<file path="src/rtl/pipeline_register.sv">
// ---------------------------------------------------------------------------
// pipeline_register
// Two-entry skid-buffer pipeline stage for the CPU datapath (IF/ID, ID/EX,
// EX/MEM, MEM/WB). It sustains one word per cycle with one cycle of latency.
// in_ready comes straight from a flop, so downstream back-pressure never
// forms a combinational path back across the stage. A synchronous flush
// squashes every held entry when a branch or exception is taken.
//
// Ports
//   clk        rising-edge clock
//   rst_n      asynchronous active-low reset
//   flush      synchronous squash of all held entries
//   in_valid   upstream word present
//   in_ready   stage can accept a word (flop)
//   in_data    upstream payload, WIDTH bits
//   out_valid  stage presents a word (flop)
//   out_ready  downstream accepts the word
//   out_data   payload presented downstream (flop)
//   level      number of held entries, 0..2 (flop)
// ---------------------------------------------------------------------------
module pipeline_register #(
   parameter int unsigned      WIDTH       = 32,
   parameter logic [WIDTH-1:0] RESET_VALUE = {WIDTH{1'b0}}
) (
   input  logic             clk,
   input  logic             rst_n,
   input  logic             flush,
   input  logic             in_valid,
   output logic             in_ready,
   input  logic [WIDTH-1:0] in_data,
   output logic             out_valid,
   input  logic             out_ready,
   output logic [WIDTH-1:0] out_data,
   output logic [1:0]       level
);

   // Main register holds the head word; skid holds the one extra word that
   // arrives during the cycle back-pressure starts.
   logic             main_v_r;
   logic             skid_v_r;
   logic [WIDTH-1:0] main_d_r;
   logic [WIDTH-1:0] skid_d_r;
   logic             in_ready_r;
   logic [1:0]       level_r;

   logic             main_v_s;
   logic             skid_v_s;
   logic [WIDTH-1:0] main_d_s;
   logic [WIDTH-1:0] skid_d_s;
   logic             it_s;
   logic             ot_s;

   // in_ready_r always mirrors !skid_v_r, so using it here keeps the
   // acceptance decision on the same flop the upstream stage sees.
   assign it_s = in_valid & in_ready_r;
   assign ot_s = main_v_r & out_ready;

   // Next-state decode for the EMPTY / ONE / TWO occupancy states.
   always_comb begin
      main_v_s = main_v_r;
      skid_v_s = skid_v_r;
      main_d_s = main_d_r;
      skid_d_s = skid_d_r;
      if (flush) begin
         // An output transfer this cycle has already been sampled downstream
         // and an input transfer is discarded, so both simply vanish.
         main_v_s = 1'b0;
         skid_v_s = 1'b0;
      end else begin
         case ({main_v_r, skid_v_r})
            2'b00: begin
               if (it_s) begin
                  main_v_s = 1'b1;
                  main_d_s = in_data;
               end else begin
                  main_v_s = 1'b0;
               end
            end
            2'b10: begin
               if (it_s && ot_s) begin
                  main_d_s = in_data;
               end else if (it_s) begin
                  skid_v_s = 1'b1;
                  skid_d_s = in_data;
               end else if (ot_s) begin
                  main_v_s = 1'b0;
               end else begin
                  main_v_s = 1'b1;
               end
            end
            2'b11: begin
               if (ot_s) begin
                  main_d_s = skid_d_r;
                  skid_v_s = 1'b0;
               end else begin
                  skid_v_s = 1'b1;
               end
            end
            default: begin
               // Skid without main cannot occur; recover to EMPTY.
               main_v_s = 1'b0;
               skid_v_s = 1'b0;
            end
         endcase
      end
   end

   // State and output flops; in_ready and level are registered from the
   // next-state values so every output leaves the block on a flop.
   always_ff @(posedge clk or negedge rst_n) begin
      if (!rst_n) begin
         main_v_r   <= 1'b0;
         skid_v_r   <= 1'b0;
         main_d_r   <= RESET_VALUE;
         skid_d_r   <= RESET_VALUE;
         in_ready_r <= 1'b1;
         level_r    <= 2'd0;
      end else begin
         main_v_r   <= main_v_s;
         skid_v_r   <= skid_v_s;
         main_d_r   <= main_d_s;
         skid_d_r   <= skid_d_s;
         in_ready_r <= ~skid_v_s;
         level_r    <= {1'b0, main_v_s} + {1'b0, skid_v_s};
      end
   end

   assign out_valid = main_v_r;
   assign out_data  = main_d_r;
   assign in_ready  = in_ready_r;
   assign level     = level_r;

endmodule

</file>
<file path="config.mk">
export PLATFORM = sky130hd
export DESIGN_NAME = pipeline_register
export DESIGN_NICKNAME = d
export VERILOG_FILES = /design/src/rtl/pipeline_register.sv
export SDC_FILE = /design/constraint.sdc
export NUM_CORES = 1
export LEC_CHECK = 0
export CELL_PAD_IN_SITES_DETAIL_PLACEMENT = 0
export CELL_PAD_IN_SITES_GLOBAL_PLACEMENT = 1
export CORE_MARGIN = 1
export CORE_UTILIZATION = 40
export CTS_BUF_LIST = sky130_fd_sc_hd__clkbuf_16
export CTS_CLUSTER_SIZE = 40
export DETAILED_ROUTE_END_ITERATION = 6
export GPL_TIMING_DRIVEN = 0
export PLACE_DENSITY = 0.84
export SLEW_MARGIN = 20
export SYNTH_ARGS = -nofsm -noshare
export SYNTH_HDL_FRONTEND = slang
export SYNTH_SLANG_ARGS = --single-unit
</file>
<file path="constraint.sdc">
create_clock -name clk -period 2.26 [get_ports clk]
set_input_delay 0.226 -clock clk [delete_from_list [all_inputs] [get_ports clk]]
set_output_delay 0.226 -clock clk [all_outputs]
set_load 0.05 [all_outputs]
</file>
# After elaboration in Yosys (flattened, before gate mapping)
# Cells that the tools add are included.
# op_classes
mux	14
n_reduce_logical	5
bitwise	5
n_addsub	1
eq_ne	5
# op_table
cell	n
two-way mux 32 bit	3
case mux 32 bit (3 select lines)	1
two-way mux 1 bit	8
!= test 2 bit, second input constant	3
case mux 1 bit (3 select lines)	2
AND reduction 5 bit	1
equality test 2 bit, second input constant	2
AND reduction 4 bit	1
inverter 1 bit	3
nonzero test 3 bit	1
adder 1 x 1 -> 2 bit	1
bitwise AND 1 bit	2
logical NOT 2 bit	1
logical AND 1 bit	1
# word_totals
output_inout_bits	36
input_bits	37
wordCells	36
regBits	69

# Logic depth before layout (Yosys ltp)
# Gate-level depths: netlist (run 1).
# logic_depth
ltp_word	7
mapped_depth	5

# Worst setup path before layout (run 1)
# Ideal clock, no wire load.
# synth_path
kind	register to register
from	reg in_ready_r (netlist: in_ready)
to	reg main_d_r[0] (netlist: out_data[0])
arrival_time_ps	1876
path_stages_with_launch	5
setup_slack_ps	259
setup_ps	125
path_cell_list	dfstp_2 > a21oi_1 > a2111oi_4 > buf_6 > mux2_2
# synth_between
elab_chain_len	4
elab_cells_between_ends	5
cone_classes	2 x eq/ne; 1 x bitwise; 2 x reduce/logical
# synth_rtl
element	line	text
start, declared	43	logic in_ready_r;
start signal, assigned	123	in_ready_r <= ~skid_v_s;
bitwise AND 1 bit (*)	55	assign it_s = in_valid & in_ready_r;
logical AND 1 bit	80	if (it_s && ot_s) begin
!= test 2 bit (no source line)	--	
AND reduction 5 bit (no source line) (*)	--	
end signal, assigned	121	main_d_r <= main_d_s;
end, declared	41	logic [WIDTH-1:0] main_d_r;
# Every way passes the cells marked *; elsewhere a longest branch is shown, timed or not.
# A chain may end at the register's enable or synchronous reset.

# Worst setup path after layout (run 1)
# layout_path
from	reg in_ready_r (netlist: in_ready)
to	reg main_d_r[14] (netlist: out_data[14])
# Same word-level chain as after synthesis.

==> results of run 1 <==
## cells by family after synthesis
group                  Yosys count  share of synthesized area [%]
flip-flops                      69                           57.4
buffers and inverters           12                           3.37
AO/OA/AOI/OAI                    5                           1.66
multiplexers                    96                           36.3
AND/OR/NAND/NOR                  7                           1.33
## flip-flops by register name, indices dropped and copies added, names as in the netlist
register and count:
skid_d_r 32, level 2, in_ready 1, out_valid 1, out_data 32, skid_v_r 1
## per-stage QoR
stage / total power, mW / hold WS [ns] / util (%)
3_5_place_dp: 2.79 / 0.217 / 53.4
4_1_cts: 4.03 / 0.416 / 57.1
2_1_floorplan: 2.38 / -0.0696 / -
5_1_grt: 4.16 / 0.434 / 57.1
3_3_place_gp: 2.76 / 0.482 / 53.2
6_report: 3.97 / 0.399 / 57.1
## cell usage after synthesis (all sizes together)
cell | instances | area, sq um
mux2 | 96 | 1090
dfrtp | 68 | 1700
buf | 10 | 93.8
a21oi | 2 | 10.0
inv | 2 | 7.51
nor3 | 2 | 10.0
a2111oi | 1 | 27.5
a211oi | 1 | 7.51
dfstp | 1 | 26.3
nand2 | 1 | 3.75
nand2b | 1 | 6.26
nand3b | 1 | 7.51
nor2b | 1 | 6.26
o21ai | 1 | 5.00
or3 | 1 | 6.26
## power by group
part	internal, mW	total, mW	switching, mW
Clock	0.725	1.21	0.485
Sequential	1.51	1.64	0.130
Combinational	0.507	1.12	0.615
Total	2.74	3.97	1.23
## worst min path at each step
stage / startpoint / end / slack [ns] / cells past startpoint
CTS: rst_n / out_data[25] / 0.42 / 2
global route: rst_n / out_data[25] / 0.43 / 2
floorplan: rst_n / level[0] / -0.07 / 0
finish: rst_n / out_data[24] / 0.40 / 2
global placement: skid_d_r[12] / skid_d_r[12] / 0.48 / 1
detailed placement: rst_n / out_data[25] / 0.22 / 1
## per-layer routing
| layer | vias up | part of all wire (%) | global-route usage (%) |
|---|---|---|---|
| met3 | 5 | 8.1 | 6.81 |
| li1 | 852 | - | - |
| met1 | 912 | 45 | 18.7 |
| met5 | - | 0 | 0 |
| met4 | 0 | 0.90 | 5.72 |
| met2 | 49 | 46 | 23.6 |
## cell type report
cell class                 count  area share (%)
tap                           99            2.99
timing repair buffer          74            18.1
clock inverter                 7           0.845
clock buffer                   9            5.43
sequential                    69            41.7
inverter                       2           0.181
multi-input combinational    108            28.5
buffer                        10            2.26
## critical path: stages, from the launching register on
cell,delay (ns)
dfstp_2,0.54
a21oi_1,0.13
a2111oi_4,0.56
buf_6,0.24
mux2_2,0.35
## repair_timing
action / in CTS / in global routing
hold endpoints to repair: 35 / 0
hold buffers: 1 / 0
setup endpoints to repair: 0 / 0
==> impl_metrics.yaml, run 1 <==
worst_setup_path:
  arrival_ns: 2.14
  critical_path.endpoint: "out_data[14]"
  endpoint_kind: "flip-flop"
  worstSetupPathType: "reg2reg"
  crit_fanout: 10
  crit_required_ns: 2.46
  rr_startpoint: "in_ready"
  startpoint: "in_ready"
  rr_endpoint: "out_data[14]"
  r2r_slack_ns: 0.33
  reg2reg_depth: 4
  startpoint_type: "flip-flop"
timing:
  worst_slack_ns: 0.326
  finalClockSkew_ns: 0.00788
  post-route-min-period_ns: 1.93
  slew_headroom_pct: 64.7
  final_max_slew_viol_count: 0
  period_share_pct: 85.6
  setup_viol: 0
  max_freq_mhz: 517
  rsz0062_at_grt: "false"
  worst_pin_slew_ns: 0.528
  totalNegativeSetupSlack_ns: 0
  hold_violations: 0
routing:
  via_per_inst: 4.81
  first_pass_iters: 4
  route.vias.total: 1818
  ant_nets: 0
  drc: 0
  post_drt_wl_per_cell_um: 14.4
  drt_iter0_markers: 41
  wl_um: 5460
clock_tree:
  cts.path.max_buffers: 2
  cts_sinks: 69
  cts_made_buffers: 9
  clkLatencyLatePin_ns: 0.32
  cts_root_buf: "clkbuf_16"
  ctsResizeCount: 0
  post_cts_buffers: 0
  path_clk_slew_ns: 0.06
  htree_levels: 3
  cts_tree: "built"
synthesis:
  synthesis.area_sq_mm: 0.00301
  ys_seq_area_share_pct: 57.4
  syn-instance-count: 189
  ys_types: 17
  ys_warn_count: 0
  avgSynthCellArea_sq_um: 15.9
  ys_ff_latch: 69
  syn_nets: 226
place:
  dp.cells: 361
  pre_cts_slack_ns: 0.113
  gp_congestion: 0.722
  dp_hpwl_um: 3840
  portBuffers: 72
  place_area_sq_mm: 0.00387
cells_and_area:
  final_cell_mix: "93 x mux2_2, 71 x clkdlybuf4s50_1, 68 x dfrtp_1, 9 x clkbuf_16, 7 x buf_6"
  regArea_sq_mm: 0.00173
  fill_cells: 646
  fin_nets: 311
  final_common_cell: "mux2_2"
  areaGrowthSynthToFinish_pct: 37.6
  stdcell_area_sq_mm: 0.00414
  antenna_cells: 0
  drive_above_1_share_pct: 44.1
  stdcell_count: 378
  multi_input_area_sq_mm: 0.00118
grt:
  grt.total_usage_pct: 15.2
  grt_pass1_vias: 1862
  grt_overflow_total: 0
  grt_max_degree: 37
  grt_pass1_wl_um: 8760
  grt_antenna_before_repair: 0
die:
  die_area_sq_mm: 0.00788
  core-area_sq_mm: 0.00725
  chipHeight_um: 88.8
  fp.dieW_um: 88.8
  rows: 31
  ios: 73
  start_util_pct: 41.5
power:
  ir_worst_vdd_mv: 0.505
  p_leak_nw: 1.76
  p_per_area_mw_per_mm2: 958
flow_run:
  cap_violations: 0
status:
  outcome: "finished, final reports clean"
hold_path:
  min_path_type: "in2async"
(Power assumes the default switching activity.)
==> run 2: changes to the inputs <==
--- a/config.mk
+++ b/config.mk
@@ -7,13 +7,15 @@
 export LEC_CHECK = 0
 export CELL_PAD_IN_SITES_DETAIL_PLACEMENT = 0
 export CELL_PAD_IN_SITES_GLOBAL_PLACEMENT = 1
+export CORE_ASPECT_RATIO = 0.7
 export CORE_MARGIN = 1
-export CORE_UTILIZATION = 40
-export CTS_BUF_LIST = sky130_fd_sc_hd__clkbuf_16
+export CORE_UTILIZATION = 42
+export CTS_BUF_LIST = sky130_fd_sc_hd__clkbuf_2
 export CTS_CLUSTER_SIZE = 40
 export DETAILED_ROUTE_END_ITERATION = 6
 export GPL_TIMING_DRIVEN = 0
-export PLACE_DENSITY = 0.84
+export PLACE_DENSITY = 0.87
+export SKIP_LAST_GASP = 1
 export SLEW_MARGIN = 20
 export SYNTH_ARGS = -nofsm -noshare
 export SYNTH_HDL_FRONTEND = slang
==> run 2 against run 1 <==
  * Combinational power barely moved
  * Die area decreased by 4.6%
  * Critical path depth decreased by 3
  * Worst setup slack worse by 0.13 ns
  * First-iteration DRC count shrank 34%
  * Global-route usage grew 2.0 points
  * Core utilization increased by 0.99 points
  * Critical path type is now reg2out
  * Register-to-register slack about the same
  * Critical endpoint is now out_valid
  * Worst hold slack worse by 0.22 ns
  * Maximum frequency shrank 6.5%
  * Routed wire length up 3.5%
==> impl_metrics.yaml, run 2 (synthesis results as in run 1) <==
cells_and_area:
  regArea_sq_mm: 0.00173
  fin_nets: 311
  final_cell_mix: "93 x mux2_2, 71 x clkdlybuf4s50_1, 68 x dfrtp_1, 10 x clkbuf_2, 7 x buf_6"
  areaGrowthSynthToFinish_pct: 32.2
  stdcell_area_sq_mm: 0.00398
  antenna_cells: 0
  fill_cells: 566
  multi_input_area_sq_mm: 0.00118
  post-route-util_pct: 58.1
  drive_above_1_share_pct: 44.1
  final_common_cell: "mux2_2"
worst_setup_path:
  path_buf_inv: 1
  crit_required_ns: 2.03
  worstSetupPathType: "reg2out"
  worst_path_max_delay_cell: "clkdlybuf4s50_1"
  crit_fanout: 6
  endpoint_kind: "output pin"
  slowest_delay_ns: 0.86
  worstPathCellList: "clkdlybuf4s50_1"
  crit_family: "buffers and inverters"
  arrival_ns: 1.84
  startpoint_type: "flip-flop"
clock_tree:
  cts_sinks: 69
  path_clk_slew_ns: 0.17
  ctsResizeCount: 0
  cts_root_buf: "clkbuf_2"
  post_cts_buffers: 0
  cts_tree: "built"
  cts_made_buffers: 9
  cts.path.max_buffers: 2
  clkLatencyLatePin_ns: 0.49
  cts.hold.buffers_added: 1
  htree_levels: 3
die:
  core-area_sq_mm: 0.00685
  rows: 25
  start_util_pct: 44.0
  fp.dieW_um: 103
  ios: 73
  die_area_sq_mm: 0.00752
  chipHeight_um: 72.9
routing:
  ant_nets: 0
  via_per_inst: 4.88
  route.vias.total: 1819
  post_drt_wl_per_cell_um: 15.2
  wl_um: 5650
  drc: 0
  drt_iter0_markers: 27
  first_pass_iters: 4
grt:
  grt_antenna_before_repair: 0
  grt_pass1_wl_um: 9230
  grt_overflow_total: 0
  grt_max_degree: 41
  grt.total_usage_pct: 17.2
  grt_pass1_vias: 1839
hold_path:
  min_path_type: "in2async"
power:
  combPwrFrac_pct: 32.9
  switching_share_pct: 34.1
  pwr-share-seq_pct: 47.7
  p_clk_share_pct: 19.4
  p_sw_mw: 1.17
  intPower_mw: 2.26
  p_leak_nw: 1.69
  p_per_area_mw_per_mm2: 860
  ir_worst_vdd_mv: 0.452
timing:
  finalClockSkew_ns: 0.0271
  hold_violations: 0
  totalNegativeSetupSlack_ns: 0
  post-route-min-period_ns: 2.07
  worst_pin_slew_ns: 0.541
  setup_viol: 0
  final_max_slew_viol_count: 0
  slew_headroom_pct: 63.8
  max_freq_mhz: 484
  period_share_pct: 91.5
  worst_slack_ns: 0.192
  rsz0062_at_grt: "false"
place:
  gp_congestion: 0.753
  dp_hpwl_um: 3960
  portBuffers: 72
  place_area_sq_mm: 0.00387
  pre_cts_slack_ns: 0.112
status:
  outcome: "finished, final reports clean"
flow_run:
  cap_violations: 0
-- run 2: final timing paths --
path                               from           end  slack [ns]  cells after the start
hold reg to reg            skid_d_r[20]  skid_d_r[20]        0.52                      1
hold / removal                    rst_n   skid_d_r[2]        0.18                      2
setup reg to reg               in_ready  out_data[27]        0.32                      4
max in group asynchronous         rst_n      in_ready        1.47                      3
setup / recovery              out_valid     out_valid        0.19                      1
min in group clk            in_data[16]  skid_d_r[16]        0.36                      2
-- run 2: area by class of cell --
class | instances | area share (%)
multi-input combinational | 108 | 29.7
buffer | 10 | 2.36
inverter | 2 | 0.189
sequential | 69 | 43.4
tap | 94 | 2.95
timing repair buffer | 74 | 18.8
clock buffer | 10 | 1.26
clock inverter | 6 | 1.35
-- run 2: metrics by stage --
step / hold WS, ns / std cells / total power, mW
after floorplan: -0.0696 / 189 / 2.38
after global placement: 0.483 / 355 / 2.76
after detailed placement: 0.178 / 356 / 2.80
after CTS: 0.155 / 373 / 3.46
after global routing: 0.139 / 373 / 3.61
final: 0.183 / 373 / 3.42
-- run 2: power by group through the flow --
stage	Clock (mW)	Combinational, mW	Sequential (mW)
floorplan	0	0.321	2.06
global placement	0	1.11	1.65
detailed placement	0	1.13	1.66
CTS	0.689	1.14	1.64
global route	0.748	1.19	1.67
finish	0.664	1.13	1.63
-- run 2: layer usage --
metal | share of wire (%) | GRT usage (%)
met1 | 49 | 23.4
met2 | 42 | 24.7
met3 | 7.3 | 7.95
met4 | 0.97 | 4.69
met5 | 0 | 0
